--- config.mk ---
export PLATFORM = sky130hd
export DESIGN_NAME = uart_rx
export DESIGN_NICKNAME = d
export VERILOG_FILES = /design/src/rtl/uart_pkg.sv /design/src/rtl/uart_rx_sync.sv /design/src/rtl/uart_rx.sv
export SDC_FILE = /design/constraint.sdc
export NUM_CORES = 1
export LEC_CHECK = 0
export CAP_MARGIN = 10
export CORE_ASPECT_RATIO = 0.9
export CORE_MARGIN = 5
export CORE_UTILIZATION = 56
export CTS_CLUSTER_DIAMETER = 200
export DETAILED_ROUTE_END_ITERATION = 7
export PLACE_DENSITY = 0.75
export RECOVER_POWER = 100
export SKIP_CTS_REPAIR_TIMING = 1
export SLEW_MARGIN = 20
export SYNTH_ARGS = -nofsm -noshare
export SYNTH_HDL_FRONTEND = slang
export SYNTH_SLANG_ARGS = --single-unit
--- constraint.sdc ---
create_clock -name clk -period 2.4 [get_ports clk]
set_input_delay 0.6 -clock clk [delete_from_list [all_inputs] [get_ports clk]]
set_output_delay 0.6 -clock clk [all_outputs]
set_load 0.02 [all_outputs]
--- src/rtl/uart_pkg.sv ---
// rtl/uart_pkg.sv - shared types and constants for the UART receiver
package uart_pkg;

    typedef enum logic [1:0] {
        IDLE  = 2'd0,
        START = 2'd1,
        DATA  = 2'd2,
        STOP  = 2'd3
    } uart_state_e;

    localparam int CLK_HZ       = 50000000;
    localparam int BAUD         = 115200;
    localparam int CLKS_PER_BIT = CLK_HZ / BAUD;
    localparam int DATA_BITS    = 8;

    // 2-of-3 vote used when oversampled sample points are enabled
    function automatic logic maj3(input logic a, input logic b, input logic c);
        return (a & b) | (a & c) | (b & c);
    endfunction

endpackage

--- src/rtl/uart_rx_sync.sv ---
// rtl/uart_rx_sync.sv - 2-flop synchroniser with falling-edge detect for an async input
module uart_rx_sync (
    input  logic clk,
    input  logic nRst,
    input  logic rx_i,
    output logic rx_s_o,
    output logic fall_o
);

    logic       meta_q;
    logic       rx_s_q;
    logic       rx_p_q;
    // Fills with ones after reset; edges are only trusted once every stage
    // holds a real sample, so a line already low at release is not an edge.
    logic [2:0] arm_q;

    // Synchroniser chain, previous-sample flop and arming shift register
    always_ff @(posedge clk or negedge nRst) begin
        if (!nRst) begin
            meta_q <= 1'b1;
            rx_s_q <= 1'b1;
            rx_p_q <= 1'b1;
            arm_q  <= '0;
        end else begin
            meta_q <= rx_i;
            rx_s_q <= meta_q;
            rx_p_q <= rx_s_q;
            arm_q  <= {arm_q[1:0], 1'b1};
        end
    end

    assign rx_s_o = rx_s_q;
    assign fall_o = arm_q[2] & rx_p_q & ~rx_s_q;

endmodule

--- src/rtl/uart_rx.sv ---
// rtl/uart_rx.sv - 8N1 UART receiver; optional majority-vote sampling via UART_RX_MAJORITY_EN
module uart_rx #(
    parameter int CLKS_PER_BIT = uart_pkg::CLKS_PER_BIT,
    parameter int DATA_BITS    = uart_pkg::DATA_BITS
) (
    input  logic                 clk,
    input  logic                 nRst,
    input  logic                 rx,
    output logic [DATA_BITS-1:0] data,
    output logic                 valid,
    output logic                 frame_err,
    output logic                 busy
);

    import uart_pkg::*;

    localparam int CNT_W = $clog2(CLKS_PER_BIT + 1);
    localparam int IDX_W = (DATA_BITS > 1) ? $clog2(DATA_BITS) : 1;

`ifdef UART_RX_MAJORITY_EN
    // Votes are taken at target-1, target, target+1 and the decision lands at
    // target+1. Only the start point is delayed here; the in-frame counters
    // restart one cycle late, so their window already ends at the normal
    // target and the bit spacing stays CLKS_PER_BIT.
    localparam int START_LAST = CLKS_PER_BIT / 2;
`else
    localparam int START_LAST = CLKS_PER_BIT / 2 - 1;
`endif
    localparam int FULL_LAST  = CLKS_PER_BIT - 1;

    uart_state_e           state_q, state_d;
    logic [CNT_W-1:0]      cnt_q, cnt_d;
    logic [IDX_W-1:0]      idx_q, idx_d;
    logic [DATA_BITS-1:0]  shift_q, shift_d;
    logic [DATA_BITS-1:0]  data_q, data_d;
    logic                  valid_q, valid_d;
    logic                  ferr_q, ferr_d;

    logic                  rx_s;
    logic                  fall;
    logic [CNT_W-1:0]      last_cnt;
    logic                  sample_now;
    logic                  sample_bit;

    uart_rx_sync u_sync (
        .clk    (clk),
        .nRst   (nRst),
        .rx_i   (rx),
        .rx_s_o (rx_s),
        .fall_o (fall)
    );

    assign last_cnt   = (state_q == START) ? CNT_W'(START_LAST) : CNT_W'(FULL_LAST);
    assign sample_now = (cnt_q == last_cnt);

`ifdef UART_RX_MAJORITY_EN
    logic vote0_q;
    logic vote1_q;

    // Capture the two early votes ahead of the decision cycle
    always_ff @(posedge clk or negedge nRst) begin
        if (!nRst) begin
            vote0_q <= 1'b1;
            vote1_q <= 1'b1;
        end else begin
            if (cnt_q == last_cnt - CNT_W'(2)) vote0_q <= rx_s;
            if (cnt_q == last_cnt - CNT_W'(1)) vote1_q <= rx_s;
        end
    end

    assign sample_bit = maj3(vote0_q, vote1_q, rx_s);
`else
    assign sample_bit = rx_s;
`endif

    // State, counters, shift register and registered outputs
    always_ff @(posedge clk or negedge nRst) begin
        if (!nRst) begin
            state_q <= IDLE;
            cnt_q   <= '0;
            idx_q   <= '0;
            shift_q <= '0;
            data_q  <= '0;
            valid_q <= 1'b0;
            ferr_q  <= 1'b0;
        end else begin
            state_q <= state_d;
            cnt_q   <= cnt_d;
            idx_q   <= idx_d;
            shift_q <= shift_d;
            data_q  <= data_d;
            valid_q <= valid_d;
            ferr_q  <= ferr_d;
        end
    end

    // Frame sequencing; the counter is cleared on every sample and state change
    always_comb begin
        state_d = state_q;
        cnt_d   = cnt_q + CNT_W'(1);
        idx_d   = idx_q;
        shift_d = shift_q;
        data_d  = data_q;
        valid_d = 1'b0;
        ferr_d  = 1'b0;
        case (state_q)
            IDLE: begin
                cnt_d = '0;
                if (fall) begin
                    state_d = START;
                end
            end
            START: begin
                if (sample_now) begin
                    cnt_d = '0;
                    if (!sample_bit) begin
                        state_d = DATA;
                        idx_d   = '0;
                    end else begin
                        state_d = IDLE;
                    end
                end
            end
            DATA: begin
                if (sample_now) begin
                    cnt_d          = '0;
                    shift_d[idx_q] = sample_bit;
                    if (idx_q == IDX_W'(DATA_BITS - 1)) begin
                        state_d = STOP;
                    end else begin
                        idx_d = idx_q + IDX_W'(1);
                    end
                end
            end
            STOP: begin
                if (sample_now) begin
                    cnt_d   = '0;
                    state_d = IDLE;
                    if (sample_bit) begin
                        data_d  = shift_q;
                        valid_d = 1'b1;
                    end else begin
                        ferr_d = 1'b1;
                    end
                end
            end
            default: begin
                state_d = IDLE;
                cnt_d   = '0;
            end
        endcase
    end

    assign data      = data_q;
    assign valid     = valid_q;
    assign frame_err = ferr_q;
    assign busy      = (state_q != IDLE);

endmodule
### Yosys cells after proc, flatten, opt, wreduce, memory -nomap -nowiden

Cells that the tools add are included.

* bits in registers: 38
* bits in latches: 0
* RAM bits: 0
* memory bits (read-only): 0
* input bits: 3
* output and inout port bits: 11
* logic and storage cells: 63
* memories: 0

* $add $sub $neg: 2
* multiply operators: 0
* divide/modulo/power cells: 0
* magnitude comparators: 2
* equality and inequality tests: 12
* shifts and indexed selects: 0
* multiplexer cells: 24
* bitwise logic cells: 3
* reduce and logical (&&, ||, !) cells: 9

Operators by type and width (count)
* two-way mux 9 bit: 2
* one-hot mux 9 bit (2 select lines): 1
* != test 2 bit, second input constant: 7
* two-way mux 2 bit: 6
* two-way mux 3 bit: 4
* AND reduction 5 bit: 2
* adder 9 x 1 -> 9 bit, second input constant: 1
* == test 9 bit: 1
* bitwise mux 8 bit: 1
* one-hot mux 2 bit (4 select lines): 1
* two-way mux 1 bit: 7
* one-hot mux 3 bit (2 select lines): 1
* == test 2 bit, second input constant: 2
* less-than comparator 3 x 4 -> 1 bit, second input constant: 1
* nonzero test 2 bit: 2
* adder 3 x 1 -> 3 bit, second input constant: 1
* demux 1 bit (select 3 bit): 1
* == test 3 bit, second input constant: 1
* greater-or-equal comparator 3 x 1 -> 1 bit, second input constant: 1
* AND reduction 3 bit: 1
* OR reduction 3 bit: 1
* bitwise AND 1 bit: 2
* == test 2 x 1 -> 1 bit, second input constant: 1
* zero test 2 bit: 1
* other kinds (3): 3

### Depth between registers and ports, before layout

* depth after elaboration: 5
* mapped depth: 6

### Modules after synthesis

From an unflattened synthesis, not the netlist that was laid out.

* cell total of the unflattened synthesis: 151
* area, all modules: 1752.9 um2

Modules (own cells, without submodules)
* uart_rx: times used 1, cells each 143, area an instance 1586.5 um2, sequential area each 800.8 um2
* uart_rx_sync: times used 1, cells each 8, area an instance 166.4 um2, sequential area each 153.9 um2

### Worst setup path before layout

OpenSTA, ideal clock, no wires.

* path type: register -> register
* start: reg state_q[0]
* end: reg data_q[0], in the netlist data[0]
* arrival time: 1820 ps
* required time: 2275 ps
* setup slack: 456 ps
* cell stages (with the launch flop): 6
* buffers on the path: 1
* period minus slack after synthesis: 1944 ps
* cell sequence: dfrtp_1 -> buf_6 -> nor2b_4 -> or3_1 -> a211oi_4 -> mux2_2

* cells in the longest elaborated chain, start to end: 4
* elaborated cells between the ends (all ways): 5

Ends and longest elaborated chain
* start, declared: RTL line uart_rx.sv:31 `uart_state_e state_q, state_d;`
* start signal, assigned: RTL line uart_rx.sv:87 `state_q <= state_d;`
* == test 2 x 1 -> 1 bit: RTL line uart_rx.sv:53 `assign last_cnt = (state_q == START) ? CNT_W'(START_LAST) : CNT_W'(FULL_LAST);`
* two-way mux 9 bit: RTL line uart_rx.sv:53
* == test 9 bit: RTL line uart_rx.sv:54 `assign sample_now = (cnt_q == last_cnt);`
* AND reduction 3 bit (no line) *
* end signal, assigned: RTL line uart_rx.sv:91 `data_q <= data_d;`
* end, declared: RTL line uart_rx.sv:35 `logic [DATA_BITS-1:0] data_q, data_d;`

Mark *: on every way between the ends. The rest lies on a longest branch, timed or not.
A chain may end at the register's enable or synchronous reset.

==> impl_metrics.env <==
export IMPL_status="complete, no violations"
export IMPL_cts_buffers=5
export IMPL_clock_latency_ns=0.34
export IMPL_fin_tns_setup_ns=0
export IMPL_r2r_slack_ns=0.14
export IMPL_async_flop_share_pct=100.0
export IMPL_switching_share_pct=29.61
export IMPL_synthCells=143
export IMPL_r2r_end="data[4]"
export IMPL_drtIter0Drc=44
export IMPL_start_util_pct=57.85
export IMPL_synth_most_common_cell="dfrtp_1"
export IMPL_clkPwrFrac_pct=25.7
export IMPL_area_growth_syn_to_layout_pct=14.11
export IMPL_dp_hpwl_um=2190
export IMPL_fin_skew_ns=0.006916
export IMPL_synth_top_cell_area_share_pct=50.14
export IMPL_p_switching_mw=0.3919
export IMPL_finalHoldViolations=0
export IMPL_vias=1197
export IMPL_worst_r2r_cell_count=4
export IMPL_fmaxAchievable_mhz=439.1
export IMPL_syn_nets=149
export IMPL_n_fill_cell=255
export IMPL_fin_hold_ws_ns=0.3422
export IMPL_ys_types=41
export IMPL_antenna_found_initial=0
export IMPL_worst_ir_drop_vdd_v=0.0004458
export IMPL_nNetsFinal=168
export IMPL_period_needed_ns=2.277
export IMPL_grt_pass1_wl_um=5602
export IMPL_routedWlPerCell_um=15.72
export IMPL_rsz0062_at_grt="false"
export IMPL_drv_cap=0
export IMPL_drc=0
export IMPL_crit_arrival_ns=1.68
export IMPL_min_path_type="input pin to asynchronous set/reset pin"
export IMPL_io_pins=14
export IMPL_synth_main_ff_cell="dfrtp_1"
export IMPL_coreArea_mm2=0.003019
export IMPL_yosys_area_top_type="dfrtp_1"
export IMPL_clkTransAtPathRegs_ns=0.11
export IMPL_drive_gt1_share_pct=22.09
export IMPL_yosysWarnings=0
export IMPL_combinationalPowerShare_pct=13.7
export IMPL_synth_edf_count=0
export IMPL_slew_headroom_pct=45.84
export IMPL_required_ns=1.80
export IMPL_utilization_pct=66.02
export IMPL_maxSlewViolCount=0
export IMPL_avgViaCountPerCell=5.839
export IMPL_diodes=0
export IMPL_seq_area_frac_synth_pct=54.66
export IMPL_end_kind="output port"
export IMPL_synth_seq_cells=38
export IMPL_synth_top_cells_by_area="dfrtp_1, mux2_2, dfstp_2, nor3_1, xor2_1"
export IMPL_synth_common_cells="dfrtp_1, mux2_2, nor3_1"
export IMPL_p_leak_nw=0.8862
export IMPL_io_buffers=13
export IMPL_grt_start_max_net_pins=39
export IMPL_tightest_slew_ns=0.8124
export IMPL_clock_sinks=38
export IMPL_worstSetupPathType="register to output port"
export IMPL_grt_pass1_vias=1154
export IMPL_die_area_mm2=0.004337
export IMPL_intPower_mw=0.9315
export IMPL_fin_crit_sh_pct=94.88
export IMPL_fp_dieW_um=68.87
export IMPL_track_usage_pct=17.25
export IMPL_syn_area_per_cell_um2=12.21
export IMPL_powerDensity_mw_per_mm2=664.0
export IMPL_rows=19
export IMPL_wirelength_um=3223
export IMPL_cts_htree_levels=2
export IMPL_grt_overflow=0
export IMPL_p_seq_share_pct=60.6
export IMPL_cts_tree="built"
export IMPL_startpoint_type="register"
export IMPL_ant_nets=0
export IMPL_root_buffer="clkbuf_4"
export IMPL_gp_congestion=0.7752
export IMPL_finalSetupViolations=0
export IMPL_drtPass1Iterations=4
export IMPL_synth_area_mm2=0.001747
export IMPL_cts_buffer_depth=2
export IMPL_worstPathMaxFanout=11
export IMPL_die_h_um=62.98
cells by family (layout without fill, tap and decap cells):
| family | count (synthesis) | in the layout | share of synthesized area, % |
|---|---|---|---|
| AOI/OAI and AO/OA | 20 | 20 | 8.023 |
| xor gates and xnor gates | 7 | 7 | 3.510 |
| adders and majority gates | 3 | 3 | 2.149 |
| buffers and inverters | 9 | 29 | 2.506 |
| DFF | 38 | 38 | 54.66 |
| muxes | 18 | 18 | 11.60 |
| other | 1 | 1 | 0.2147 |
| and+or+nand+nor | 47 | 47 | 17.34 |
layout by cell type (no fill, tap or decap), types with 2 or more instances in the layout:
cell	Yosys	routed
nand4_1	2	2
a211oi_1	2	2
nand4bb_1	3	3
buf_4	0	4
xor2_1	6	6
dfstp_2	3	2
ha_1	3	3
o211ai_1	2	2
dlygate4sd3_1	0	11
dfrtp_1	35	35
clkbuf_4	0	5
clkbuf_1	3	2
mux2_2	17	17
nor3_1	14	14
nor4_1	4	4
a22o_1	2	2
nand2_1	3	3
nand3_1	4	4
nand2b_1	4	4
inv_1	3	3
o21ai_0	9	9
state kept, by name, summed over array words and instances (netlist names), named ones only:
signal and flops:
u_sync.rx_s_o 1, valid 1, u_sync.meta_q 1, idx_q 3
state_q 1, cnt_q 9, shift_q 8, u_sync.rx_p_q 1
data 8, frame_err 1, u_sync.arm_q 3
worst max-delay path: stages (launching register included):
cell and delay, ns:
dfrtp_1 0.60, nor2_4 0.09, inv_1 0.06, clkdlybuf4s50_1 0.59
per-stage QoR:
| stage | std cells | power, mW | worst slack [ns] | instance area (µm²) |
|---|---|---|---|---|
| floorplan | 143 | 0.9195 | 0.4557 | 1747 |
| global placement | 193 | 0.9695 | 0.1651 | 1899 |
| detailed placement | 193 | 0.9863 | 0.1073 | 1899 |
| CTS | 201 | 1.323 | -0.2793 | 1959 |
| global route | 205 | 1.405 | 0.02566 | 1993 |
| finish | 205 | 1.323 | 0.1228 | 1993 |
worst max-delay path by stage:
stage | start | to | slack, ns | cells past startpoint
CTS | register | busy | -0.28 | 3
detailed placement | register | busy | 0.11 | 3
finish | register | busy | 0.12 | 3
floorplan | state_q[0] | data[0] | 0.46 | 5
global placement | register | busy | 0.17 | 3
global route | register | data[6] | 0.03 | 4
routing by layer:
metal | routed length [µm] | share of wire (%) | vias to the layer above | GRT usage (%)
li1 | - | - | 572 | -
met1 | 1524 | 47 | 594 | 25.41
met2 | 1521 | 47 | 27 | 24.05
met3 | 141 | 4.4 | 4 | 5.576
met4 | 37 | 1.1 | 0 | 5.353
met5 | 0 | 0 | - | 0
power groups by stage:
stage	sequential, mW	combinational, mW	clock, mW
5_1_grt	0.815	0.206	0.383
3_3_place_gp	0.800	0.169	0
6_report	0.802	0.181	0.340
4_1_cts	0.796	0.179	0.347
2_1_floorplan	0.777	0.143	0
3_5_place_dp	0.808	0.178	0
layout make-up:
cell class / count / area (µm²) / area share [%]
Sequential cell: 38 / 954.7 / 47.90
Inverter: 3 / 11.26 / 0.5650
Timing Repair Buffer: 18 / 158.9 / 7.972
Tap cell: 42 / 52.55 / 2.637
Clock inverter: 1 / 5.005 / 0.2511
Clock buffer: 7 / 55.05 / 2.762
Multi-Input combinational cell: 96 / 755.7 / 37.92
No activity file was read; power rests on OpenSTA's default activity.
